### config.mk
export PLATFORM = sky130hd
export DESIGN_NAME = ahb_lite_master
export DESIGN_NICKNAME = d
export VERILOG_FILES = /design/src/rtl/ahb_lite_master_pkg.sv /design/src/rtl/ahb_lane_align.sv /design/src/rtl/ahb_lite_master.sv
export SDC_FILE = /design/constraint.sdc
export NUM_CORES = 1
export LEC_CHECK = 0
export CAP_MARGIN = 0
export CELL_PAD_IN_SITES_DETAIL_PLACEMENT = 2
export CELL_PAD_IN_SITES_GLOBAL_PLACEMENT = 2
export CORE_AREA = 2 2 311 221
export DETAILED_ROUTE_END_ITERATION = 8
export DIE_AREA = 0 0 313 223
export PLACE_DENSITY = 0.8
export SYNTH_ARGS = -nofsm -noshare
export SYNTH_HDL_FRONTEND = slang
export SYNTH_SLANG_ARGS = --single-unit
### constraint.sdc
create_clock -name clock -period 1.9 [get_ports clock]
set_clock_uncertainty 0.05 [all_clocks]
set_input_delay 0.38 -clock clock [delete_from_list [all_inputs] [get_ports clock]]
set_output_delay 0.38 -clock clock [all_outputs]
set_load 0.02 [all_outputs]
### src/rtl/ahb_lite_master_pkg.sv
// AHB-Lite encodings and shared types for the AHB-Lite initiator.
// Imported by the initiator top and its lane-steering helper.
package ahb_lite_master_pkg;

  localparam logic [1:0] HTRANS_IDLE   = 2'b00;
  localparam logic [1:0] HTRANS_BUSY   = 2'b01;
  localparam logic [1:0] HTRANS_NONSEQ = 2'b10;
  localparam logic [1:0] HTRANS_SEQ    = 2'b11;

  localparam logic [2:0] HBURST_SINGLE = 3'b000;

  localparam logic [2:0] HSIZE_B = 3'd0;
  localparam logic [2:0] HSIZE_H = 3'd1;
  localparam logic [2:0] HSIZE_W = 3'd2;
  localparam logic [2:0] HSIZE_D = 3'd3;

  localparam logic HRESP_OKAY  = 1'b0;
  localparam logic HRESP_ERROR = 1'b1;

  typedef enum logic [1:0] {
    ST_RUN,
    ST_ERR,
    ST_REPLAY
  } state_t;

  // Dword transfers only exist on a 64-bit bus.
  function automatic logic size_legal(
    input logic [2:0] size,
    input int         xlen
  );
    if (xlen == 64) return size <= HSIZE_D;
    return size <= HSIZE_W;
  endfunction

endpackage

### src/rtl/ahb_lane_align.sv
// Byte-lane steering between right-justified command data and the AHB bus.
// Write data is shifted up to its lane; read data is shifted down and masked.
module ahb_lane_align
  import ahb_lite_master_pkg::*;
#(
  parameter int XLEN = 64,
  parameter int OW   = $clog2(XLEN / 8)
) (
  input  logic [XLEN-1:0] wdata,
  input  logic [OW-1:0]   waddr_lo,
  output logic [XLEN-1:0] wdata_lane,
  input  logic [XLEN-1:0] rdata,
  input  logic [OW-1:0]   raddr_lo,
  input  logic [2:0]      rsize,
  output logic [XLEN-1:0] rdata_lane
);

  logic [XLEN-1:0] shifted;
  logic [XLEN-1:0] mask;

  assign wdata_lane = wdata << {waddr_lo, 3'b000};
  assign shifted    = rdata >> {raddr_lo, 3'b000};

  // Keep only the 8<<size low bits; a full-width access keeps everything.
  always_comb begin
    mask = '1;
    if (int'(rsize) < OW)
      mask = (XLEN'(1) << (8 << rsize)) - XLEN'(1);
    rdata_lane = shifted & mask;
  end

endmodule

### src/rtl/ahb_lite_master.sv
// AHB-Lite initiator: cmd/rsp front end to pipelined single NONSEQ transfers.
// Handles wait states, two-cycle ERROR with replay, and local misalign errors.
module ahb_lite_master
  import ahb_lite_master_pkg::*;
#(
  parameter int   XLEN    = 64,
  parameter logic HPROT_P = 1'b1
) (
  input  logic            clock,
  input  logic            reset,
  input  logic            cmd_valid,
  output logic            cmd_ready,
  input  logic            cmd_write,
  input  logic            cmd_insn,
  input  logic [2:0]      cmd_size,
  input  logic [XLEN-1:0] cmd_addr,
  input  logic [XLEN-1:0] cmd_wdata,
  output logic            rsp_valid,
  output logic            rsp_err,
  output logic [XLEN-1:0] rsp_rdata,
  output logic [1:0]      htrans,
  output logic [XLEN-1:0] haddr,
  output logic            hwrite,
  output logic [2:0]      hsize,
  output logic [2:0]      hburst,
  output logic [3:0]      hprot,
  output logic            hmastlock,
  output logic [XLEN-1:0] hwdata,
  input  logic [XLEN-1:0] hrdata,
  input  logic            hready,
  input  logic            hresp
);

  localparam int OW = $clog2(XLEN / 8);

  state_t state, state_nxt;

  logic            ap_valid;
  logic [XLEN-1:0] ap_wdata;

  logic            rp_valid;
  logic [XLEN-1:0] rp_addr;
  logic            rp_write;
  logic [2:0]      rp_size;
  logic [3:0]      rp_prot;
  logic [XLEN-1:0] rp_wdata;

  logic            dp_valid;
  logic            dp_write;
  logic [2:0]      dp_size;
  logic [OW-1:0]   dp_lo;

  logic            lcl_err;

  logic [OW-1:0]   amask;
  logic            cmd_bad;
  logic            accept;
  logic            load_cmd;
  logic            load_rp;
  logic            err_start;
  logic            in_err;
  logic            ap_done;
  logic            dp_done;
  logic [XLEN-1:0] wdata_lane;
  logic [XLEN-1:0] rdata_lane;

  // Low address bits that must be zero for the requested size.
  always_comb begin
    amask = '0;
    for (int i = 0; i < OW; i++)
      amask[i] = (i < int'(cmd_size));
  end

  assign cmd_bad = !size_legal(cmd_size, XLEN)
                 | (|(cmd_addr[OW-1:0] & amask));

  // Local errors bypass the bus, so they wait for an empty pipe to keep order.
  assign cmd_ready = (state == ST_RUN)
                   & (!ap_valid | hready)
                   & !reset
                   & !lcl_err
                   & (!cmd_bad | (!ap_valid & !dp_valid));

  assign accept    = cmd_valid & cmd_ready;
  assign load_cmd  = accept & !cmd_bad;
  assign in_err    = (state == ST_ERR);
  assign err_start = (state == ST_RUN) & dp_valid
                   & (hresp == HRESP_ERROR) & !hready;
  assign load_rp   = in_err & hready & rp_valid;
  assign ap_done   = ap_valid & hready;
  assign dp_done   = dp_valid & hready;

  assign hburst    = HBURST_SINGLE;
  assign hmastlock = 1'b0;

  ahb_lane_align #(
    .XLEN (XLEN),
    .OW   (OW)
  ) u_align (
    .wdata      (ap_wdata),
    .waddr_lo   (haddr[OW-1:0]),
    .wdata_lane (wdata_lane),
    .rdata      (hrdata),
    .raddr_lo   (dp_lo),
    .rsize      (dp_size),
    .rdata_lane (rdata_lane)
  );

  // FSM state register.
  always_ff @(posedge clock) begin
    if (reset) state <= ST_RUN;
    else       state <= state_nxt;
  end

  // FSM next state: error entry, error completion, one-cycle replay issue.
  always_comb begin
    state_nxt = state;
    unique case (state)
      ST_RUN:    if (err_start) state_nxt = ST_ERR;
      ST_ERR:    if (hready) state_nxt = rp_valid ? ST_REPLAY : ST_RUN;
      ST_REPLAY: state_nxt = ST_RUN;
      default:   state_nxt = ST_RUN;
    endcase
  end

  // Address phase: new command, replayed transfer, or retire/cancel to IDLE.
  always_ff @(posedge clock) begin
    if (reset) begin
      ap_valid <= 1'b0;
      htrans   <= HTRANS_IDLE;
      haddr    <= '0;
      hwrite   <= 1'b0;
      hsize    <= 3'd0;
      hprot    <= 4'd0;
      ap_wdata <= '0;
    end else if (load_cmd) begin
      ap_valid <= 1'b1;
      htrans   <= HTRANS_NONSEQ;
      haddr    <= cmd_addr;
      hwrite   <= cmd_write;
      hsize    <= cmd_size;
      hprot    <= {2'b00, HPROT_P, !cmd_insn};
      ap_wdata <= cmd_wdata;
    end else if (load_rp) begin
      ap_valid <= 1'b1;
      htrans   <= HTRANS_NONSEQ;
      haddr    <= rp_addr;
      hwrite   <= rp_write;
      hsize    <= rp_size;
      hprot    <= rp_prot;
      ap_wdata <= rp_wdata;
    end else if (ap_done | err_start) begin
      ap_valid <= 1'b0;
      htrans   <= HTRANS_IDLE;
    end
  end

  // Replay holder: parks the address phase cancelled by an ERROR.
  always_ff @(posedge clock) begin
    if (reset) begin
      rp_valid <= 1'b0;
      rp_addr  <= '0;
      rp_write <= 1'b0;
      rp_size  <= 3'd0;
      rp_prot  <= 4'd0;
      rp_wdata <= '0;
    end else if (err_start & ap_valid) begin
      rp_valid <= 1'b1;
      rp_addr  <= haddr;
      rp_write <= hwrite;
      rp_size  <= hsize;
      rp_prot  <= hprot;
      rp_wdata <= ap_wdata;
    end else if (load_rp) begin
      rp_valid <= 1'b0;
    end
  end

  // Data phase: take over the completed address phase, drive lane-steered hwdata.
  always_ff @(posedge clock) begin
    if (reset) begin
      dp_valid <= 1'b0;
      dp_write <= 1'b0;
      dp_size  <= 3'd0;
      dp_lo    <= '0;
      hwdata   <= '0;
    end else if (ap_done) begin
      dp_valid <= 1'b1;
      dp_write <= hwrite;
      dp_size  <= hsize;
      dp_lo    <= haddr[OW-1:0];
      if (hwrite) hwdata <= wdata_lane;
    end else if (dp_done) begin
      dp_valid <= 1'b0;
    end
  end

  // Response register: bus completions and local misalign/size errors.
  always_ff @(posedge clock) begin
    if (reset) begin
      rsp_valid <= 1'b0;
      rsp_err   <= 1'b0;
      rsp_rdata <= '0;
      lcl_err   <= 1'b0;
    end else begin
      rsp_valid <= dp_done | lcl_err;
      rsp_err   <= lcl_err
                 | (dp_done & ((hresp == HRESP_ERROR) | in_err));
      rsp_rdata <= (dp_done & !dp_write & (hresp == HRESP_OKAY) & !in_err)
                 ? rdata_lane : '0;
      lcl_err   <= accept & cmd_bad;
    end
  end

endmodule

Word-level counts from Yosys, hierarchy flattened. Index checks and enable logic that the tools add are counted.

Mux-type cells: 25. Equality and inequality tests: 3. Shifts and indexed selects: 4. $lt $le $gt $ge: 5. Add/subtract/negate cells: 1. Reduce and logical (&&, ||, !) cells: 20. Bitwise operators: 31.

Operator list (count): $mux W64 (5); $and A64 B64 Y64 (1); $shl A1 B32 Y64 const A (1); $shl A64 B6 Y64 (1); $shr A64 B6 Y64 (1); $sub A64 B2 Y64 const B (1); $shl A4 B3 Y32 const A (1); $and A1 B1 Y1 (20); $mux W2 (8); $logic_not A1 Y1 (10); $mux W1 (9); $or A1 B1 Y1 (7); $lt A1 B3 Y1 const A (2); $mux W3 (2); $reduce_bool A2 Y1 (3); $ne A2 B2 Y1 const B (2); $pmux W2 S2 (1); $reduce_and A2 Y1 (2); $reduce_or A2 Y1 (2); $and A3 B3 Y3 (1); $le A3 B2 Y1 const B (1); $lt A2 B3 Y1 const A (1); $lt A3 B2 Y1 const B (1); $reduce_bool A3 Y1 (1); 4 further kinds (5).

Bits of input ports: 202. Flip-flop bits (word level): 416.

Logic depth before layout (Yosys ltp). Gate-level depths: netlist of the first run.

Word-level depth: 10. Depth in mapped cells: 8. Depth with buffers taken out: 6.

Cells and area by module. A second synthesis of the first run with hierarchy kept.

Cells, all modules: 2158. Area total of the unflattened synthesis: 18975.7 um^2.

Modules (own cells, without submodules): ahb_lite_master (cells each 1700, instances 1, area an instance 15371.0 um^2); ahb_lane_align (cells each 458, instances 1, area an instance 3604.7 um^2).

Worst setup path after synthesis of the first run. OpenSTA, ideal clock, no wires.

Kind: in2out. From: input port cmd_addr[2]. To: output port cmd_ready. Buffers on the path: 2. Arrival: 1.529 ns. Stages on the path: 6. Path slack: -0.059 ns. Path through: a21o_1 > a211o_1 > buf_2 > clkbuf_1 > o21ai_0 > and4_1.

Longest elaborated chain between the ends: 6.

RTL lines: from (decl) (line ahb_lite_master.sv:16) `input logic [XLEN-1:0] cmd_addr,`; $and A3 B3 Y3 (line ahb_lite_master.sv:75) `| (|(cmd_addr[OW-1:0] & amask));`; $reduce_or A3 Y1 (line ahb_lite_master.sv:75); $or A1 B1 Y1 (line ahb_lite_master.sv:75); $logic_not A1 Y1 (line ahb_lite_master.sv:82) `& (!cmd_bad | (!ap_valid & !dp_valid));`; $or A1 B1 Y1 (line ahb_lite_master.sv:82); $and A1 B1 Y1 (line ahb_lite_master.sv:82); to (decl) (line ahb_lite_master.sv:12) `output logic cmd_ready,`.

Every way passes these cells.

Worst setup path after layout of the first run.
From: input port cmd_size[2]. To: output port cmd_ready.

Longest elaborated chain between the ends: 7. Elaborated cells on any way between the ends: 11. Classes of those cells: order compare: 4; bitwise: 4; reduce/logical: 3.

RTL lines: from (decl) (line ahb_lite_master.sv:15) `input logic [2:0] cmd_size,`; $lt A1 B3 Y1 / $lt A2 B3 Y1 (equally long branches) (line ahb_lite_master.sv:71) `amask[i] = (i < int'(cmd_size));`; $and A3 B3 Y3 (line ahb_lite_master.sv:75); $reduce_or A3 Y1 (line ahb_lite_master.sv:75); $or A1 B1 Y1 (*) (line ahb_lite_master.sv:75); $logic_not A1 Y1 (*) (line ahb_lite_master.sv:82); $or A1 B1 Y1 (*) (line ahb_lite_master.sv:82); $and A1 B1 Y1 (*) (line ahb_lite_master.sv:82).

Every way passes the cells marked *; elsewhere a longest branch is shown, timed or not.

==> results_dict.tcl, run 1 <==
set metrics [dict create \
    outcome "complete, but fails checks" \
    failed_checks "negative setup slack" \
    finalWorstPathRequiredPeriod_ns 1.99 \
    grt_max_degree 158 \
    viasPerCell 5.26 \
    power_density_mw_per_mm2 761 \
    avgSynthCellArea_um2 9.33 \
    synth_top_family_by_area "multiplexers" \
    p_seq_frac 0.442 \
    synth_compound_area_frac 0.171 \
    rows 80 \
    cts.path.max_buffers 3 \
    critical_path_required_ns 1.47 \
    dp_hpwl_um 62100 \
    cts_tree "done" \
    crit_arrival_ns 1.56 \
    cp_max_fo 2 \
    syn_area_mm2 0.0185 \
    synth-adder-area-share 0.000675 \
    crit_path_end_kind "output port" \
    r2r_setup_slack_ns -0.03 \
    die_area_mm2 0.0698 \
    track_usage 0.238 \
    ys_ff_latch 415 \
    setup_violations 3 \
    yosysSeqAreaShare 0.448 \
    relSlewSlack 0.418 \
    crit_type "input port to output port" \
    placed_cells 3290 \
    period_share 1.05 \
    seqCellArea_mm2 0.00833 \
    tightest_slew_ns 0.873 \
    num_vias 17900 \
    place_congestion 0.866 \
    synth_top_area_share 0.448 \
    cts_made_buffers 46 \
    synthSimpleGateAreaFrac 0.149 \
    slew_violations 0 \
    cts.sinks 415 \
    core_area_mm2 0.0672 \
    grt.overflow.total 0 \
    clk_latency_ns 0.60 \
    drt_first_iter_violations 1128 \
    synthCells 1986 \
    max_freq_mhz 503 \
    synth_area_leaders "dfxtp_1 45%, mux2i_1 12%, nand2_1 7.1%" \
    setup_slack_ns -0.0891 \
    area.growth.synth_to_final_pct 42.9 \
    multi_input_area_mm2 0.00953 \
    p_clk_frac 0.469 \
    ios 411 \
    p_sw_uw 5050 \
    nets 2653 \
    htreeDepth 2 \
    whs_ns 0.208 \
    holdPathStages 3 \
    cp-start-kind "input port" \
    clk_pin_slew_ns 0.06 \
    cap_violations 0 \
    peakVddDrop_uv 570 \
    die_x_um 313 \
    numPortBuffers 405 \
    drive_gt1_frac 0.187 \
    hold_violations 0 \
    routedWlPerCell_um 25.7 \
    p_int_uw 15100 \
    grt_pass1_vias 19600 \
    antenna_left 0 \
    n_fill_cell 7232 \
    synthFlopType "dfxtp_1" \
    yosys.cell_types.count 53 \
    swShare 0.250 \
    synthArstFlopShare 0 \
    reg2regPathDepth 6 \
    hold_path.class "input port to register" \
    p_leak_uw 0.0108 \
    synth_warnings 0 \
    die_y_um 223 \
    synthMuxAreaShare 0.183 \
    antenna_found_initial 11 \
    rsz0062_at_grt "true" \
    synth.most_common_cell "dfxtp_1" \
    cts_root_buf "clkbuf_16" \
    instances_no_fill 3393 \
    synth_xor_xnor_area_share 0 \
    drc_errors 0 \
    firstDrtPassIters 5 \
    synth_edf_count 0 \
    synth_common_cells "415 x dfxtp_1, 350 x nand2_1, 216 x mux2i_1" \
    combPwrFrac 0.089 \
    initial_utilization 0.276 \
    grt_pass1_wl_um 128000 \
    finalWirelength_um 87100 \
    yosys.area.top_type "dfxtp_1" \
]
[layer usage]
layer / up-vias / track usage / part of all wire / wire (um)
li1: 8046 / - / - / -
met1: 9211 / 0.305 / 0.43 / 37400
met2: 477 / 0.413 / 0.50 / 43300
met3: 118 / 0.0399 / 0.049 / 4250
met4: 4 / 0.0653 / 0.024 / 2110
met5: - / 0 / 0.00031 / 27
[timing repair]
item / in CTS / in global routing
endpoints found under the setup margin: 236 / 209
buffers inserted: 3 / 5
gates cloned: 1 / 5
hold buffers: 0 / 0
gates resized for setup: 232 / 61
pin swaps: 1 / 9
[critical path: stages]
cell and delay (ns):
clkdlybuf4s50_1 0.43, a211o_4 0.31, o21ai_2 0.07, and4_4 0.23, buf_6 0.13
[layout make-up]
class,count,area share
Timing Repair Buffer,603,0.223
Clock inverter,21,0.00893
Sequential cell,415,0.314
Clock buffer,63,0.0501
Tap cell,902,0.0426
Inverter,6,0.000850
Antenna cell,5,0.000472
Multi-Input combinational cell,1378,0.360
[final timing paths]
| kind | startpoint | endpoint |
|---|---|---|
| worst min register to register | hwdata[15]$_SDFFE_PP0P_ | hwdata[15]$_SDFFE_PP0P_ |
| worst min-delay path | hready | rsp_valid$_SDFF_PP0_ |
| worst max register to register | hwrite$_SDFFE_PP0P_ | hwdata[62]$_SDFFE_PP0P_ |
| worst max-delay path | cmd_size[2] | cmd_ready |
[power by group through the flow]
stage	sequential [uW]	clock, uW	combinational [uW]
finish	8920	9460	1790
global route	8920	10000	1890
CTS	8910	9620	1770
detailed placement	9110	0	1780
global placement	9100	0	1720
floorplan	9130	0	690
[per-stage QoR]
stage / TNS [ns] / setup slack (ns) / util / total power (uW) / instance area [um2]
CTS: -0.349 / -0.329 / 0.389 / 20300 / 26100
finish: -0.124 / -0.0891 / 0.394 / 20200 / 26500
global placement: -137.31 / -0.494 / 0.368 / 10800 / 24700
detailed placement: -182.28 / -0.636 / 0.368 / 10900 / 24700
global route: -0.313 / -0.134 / 0.394 / 20900 / 26500
floorplan: -0.0288 / -0.0288 / - / 9820 / 18600
[cell families after synthesis]
group / after synthesis
and+or+nand+nor: 638
adders and majority gates: 1
other: 2
DFF: 415
AOI/OAI and AO/OA: 446
buffers and inverters: 197
muxes: 287
[cells in the final DEF, fill, tap and decap left out, drive strengths merged, types with 9 or more instances in the layout]
| cell | synthesis | final |
|---|---|---|
| a211oi | 139 | 139 |
| a22oi | 53 | 53 |
| dlygate4sd2 | 0 | 191 |
| a21oi | 182 | 182 |
| clkbuf | 118 | 73 |
| mux2i | 216 | 216 |
| and2 | 11 | 11 |
| clkdlybuf4s50 | 0 | 194 |
| o211ai | 34 | 34 |
| nor3 | 146 | 146 |
| clkdlybuf4s15 | 0 | 9 |
| nand2 | 350 | 350 |
| clkinv | 2 | 16 |
| nor2b | 10 | 10 |
| dfxtp | 415 | 415 |
| mux2 | 32 | 32 |
| mux4 | 39 | 39 |
| buf | 73 | 196 |
| o21ai | 14 | 14 |
| nand3 | 13 | 13 |
| nor2 | 79 | 79 |
[flip-flops by register name, summed over array words and instances (netlist names), 3 cells and up]
name and count:
rp_size 3, hprot 4, dp_lo 3, rp_addr 64, rsp_rdata 64, rp_wdata 64
rp_prot 4, haddr 64, dp_size 3, hwdata 64, hsize 3, ap_wdata 64
Note: power is estimated with default switching activity, not from simulation.
==> run 2: changes to the inputs <==
CORE_AREA = 2 2 261 263   (was 2 2 311 221)
DIE_AREA = 0 0 263 265   (was 0 0 313 223)
==> results_dict.tcl, run 2 (synthesis results as in run 1) <==
set metrics [dict create \
    track_usage 0.234 \
    fin_util 0.396 \
    critPathSlowestCell "a211o_4" \
    antenna_left 0 \
    die_x_um 263 \
    peakVddDrop_uv 616 \
    placed_cells 3242 \
    reg2reg_from "state[1]$_SDFFE_PP0P_" \
    worst_path_largest_cell_delay_ns 0.37 \
    r2r_setup_slack_ns 0.03 \
    relSlewSlack 0.499 \
    crit_path_end_kind "output port" \
    min_from "reset" \
    firstDrtPassIters 5 \
    timing.rr.end "ap_wdata[10]$_SDFFE_PP0P_" \
    dp_hpwl_um 59900 \
    cap_violations 0 \
    hold_path.class "input port to register" \
    clk_latency_ns 0.61 \
    numPortBuffers 405 \
    finalWirelength_um 85900 \
    holdPathStages 3 \
    die_area_mm2 0.0697 \
    failed_checks "negative setup slack" \
    p_total_uw 20600 \
    cp_top_family "compound AO/OA/AOI/OAI gates" \
    cts_tree "done" \
    finalWorstPathRequiredPeriod_ns 1.90 \
    cts_hold_buf 0 \
    nets 2646 \
    cts_made_buffers 49 \
    hold_violations 0 \
    period_share 1.00 \
    antenna_found_initial 2 \
    power_density_mw_per_mm2 780 \
    cp-start-kind "input port" \
    grt_pass1_vias 19300 \
    drt_first_iter_violations 1006 \
    setup_violations 1 \
    place_congestion 0.891 \
    use_met2 0.427 \
    final_cell_mix "408 x dfxtp_1, 350 x nand2_1, 213 x mux2i_1" \
    rsz0062_at_grt "true" \
    cts.path.max_buffers 3 \
    area.growth.synth_to_final_pct 42.7 \
    ios 411 \
    initial_utilization 0.277 \
    whs_ns 0.112 \
    cts.sinks 415 \
    cp_max_fo 3 \
    p_leak_uw 0.0108 \
    setup_slack_ns -0.00239 \
    htreeDepth 2 \
    layout_commonest_cell "dfxtp_1" \
    slew_violations 0 \
    reg2regPathDepth 6 \
    grt_pass1_wl_um 125000 \
    instances_no_fill 3355 \
    viasPerCell 5.28 \
    clk_pin_slew_ns 0.06 \
    die_y_um 265 \
    whs_endpoint "state[1]$_SDFFE_PP0P_" \
    grt_max_degree 116 \
    max_freq_mhz 526 \
    outcome "complete, but fails checks" \
    crit_arrival_ns 1.47 \
    cts_root_buf "clkbuf_16" \
    drive_gt1_frac 0.183 \
    core_area_mm2 0.0668 \
    rows 95 \
    path_cells "buf_2 -> a21o_1 -> a211o_4 -> o21ai_2 -> and4_4 -> buf_6" \
    busiest_layer "met2" \
    routedWlPerCell_um 25.6 \
    grt.met1_usage 0.281 \
    critical_path_required_ns 1.47 \
    cp_num_buf_inv 2 \
    tightest_slew_ns 0.751 \
    drc_errors 0 \
    grt_use_met3 0.0326 \
    crit_type "input port to output port" \
    grt.overflow.total 0 \
    num_vias 17700 \
]
==> run 2: cell types whose count changed in the layout (fill, tap and decap cells not counted), sizes merged <==
cell,previous run,this run
clkdlybuf4s15,9,6
clkinvlp,2,1
clkbuf,73,83
clkdlybuf4s50,194,193
clkinv,16,9
buf,196,187
dlymetal6s2s,3,1
diode,5,1
dlygate4sd2,191,198
bufinv,4,5
==> run 2: routing by layer <==
layer / vias to the layer above / wire, um
met4: 0 / 2720
met3: 129 / 3640
li1: 8019 / -
met2: 505 / 44100
met5: - / 0
met1: 9056 / 35400
==> run 2: worst reg2reg max path: cells and delay by family (launching register included) <==
| family | cells | cell delay (ns) |
|---|---|---|
| flip-flops | 1 | 0.34 |
| AO/OA/AOI/OAI | 1 | 0.32 |
| buffers and inverters | 3 | 0.59 |
| AND/OR/NAND/NOR | 1 | 0.28 |
| multiplexers | 1 | 0.18 |
==> run 2: where the power goes <==
group | leakage, uW | internal (uW) | switching (uW)
Clock | 0.000820 | 5950 | 3970
Sequential | 0.00335 | 8800 | 125
Combinational | 0.00667 | 838 | 945
==> run 2: layout make-up <==
cell class | count | area (um2)
fill | 7150 | 40400
multi-input combinational | 1378 | 9560
sequential | 415 | 8320
timing repair buffer | 593 | 5770
clock buffer | 75 | 1460
tap | 873 | 1090
clock inverter | 14 | 224
inverter | 6 | 22.5
antenna | 1 | 2.50
==> run 2: worst max path at each step <==
stage	from	endpoint	slack [ns]	cells after the start
global route	state[1]$_SDFFE_PP0P_	ap_wdata[28]$_SDFFE_PP0P_	-0.06	6
finish	cmd_size[1]	cmd_ready	-0.002	6
global placement	cmd_addr[0]	cmd_ready	-0.90	6
floorplan	cmd_addr[2]	cmd_ready	-0.03	6
CTS	cmd_size[2]	cmd_ready	-0.1	5
detailed placement	cmd_addr[0]	cmd_ready	-0.89	6
==> run 2: through the flow <==
step	TNS, ns	cell area (um2)	worst slack (ns)
6_report	-0.00239	26500	-0.00239
5_1_grt	-0.164	26400	-0.0614
4_1_cts	-0.0960	26100	-0.0960
3_5_place_dp	-231.33	24500	-0.892
3_3_place_gp	-217.09	24500	-0.899
2_1_floorplan	-0.0288	18600	-0.0288
==> run 2: timing repair <==
action | 4_1_cts | 5_1_grt
gates resized for setup | 247 | 40
endpoints found under the setup margin | 464 | 63
cloned | 0 | 6
setup buffers | 8 | 9
pin swaps | 6 | 5
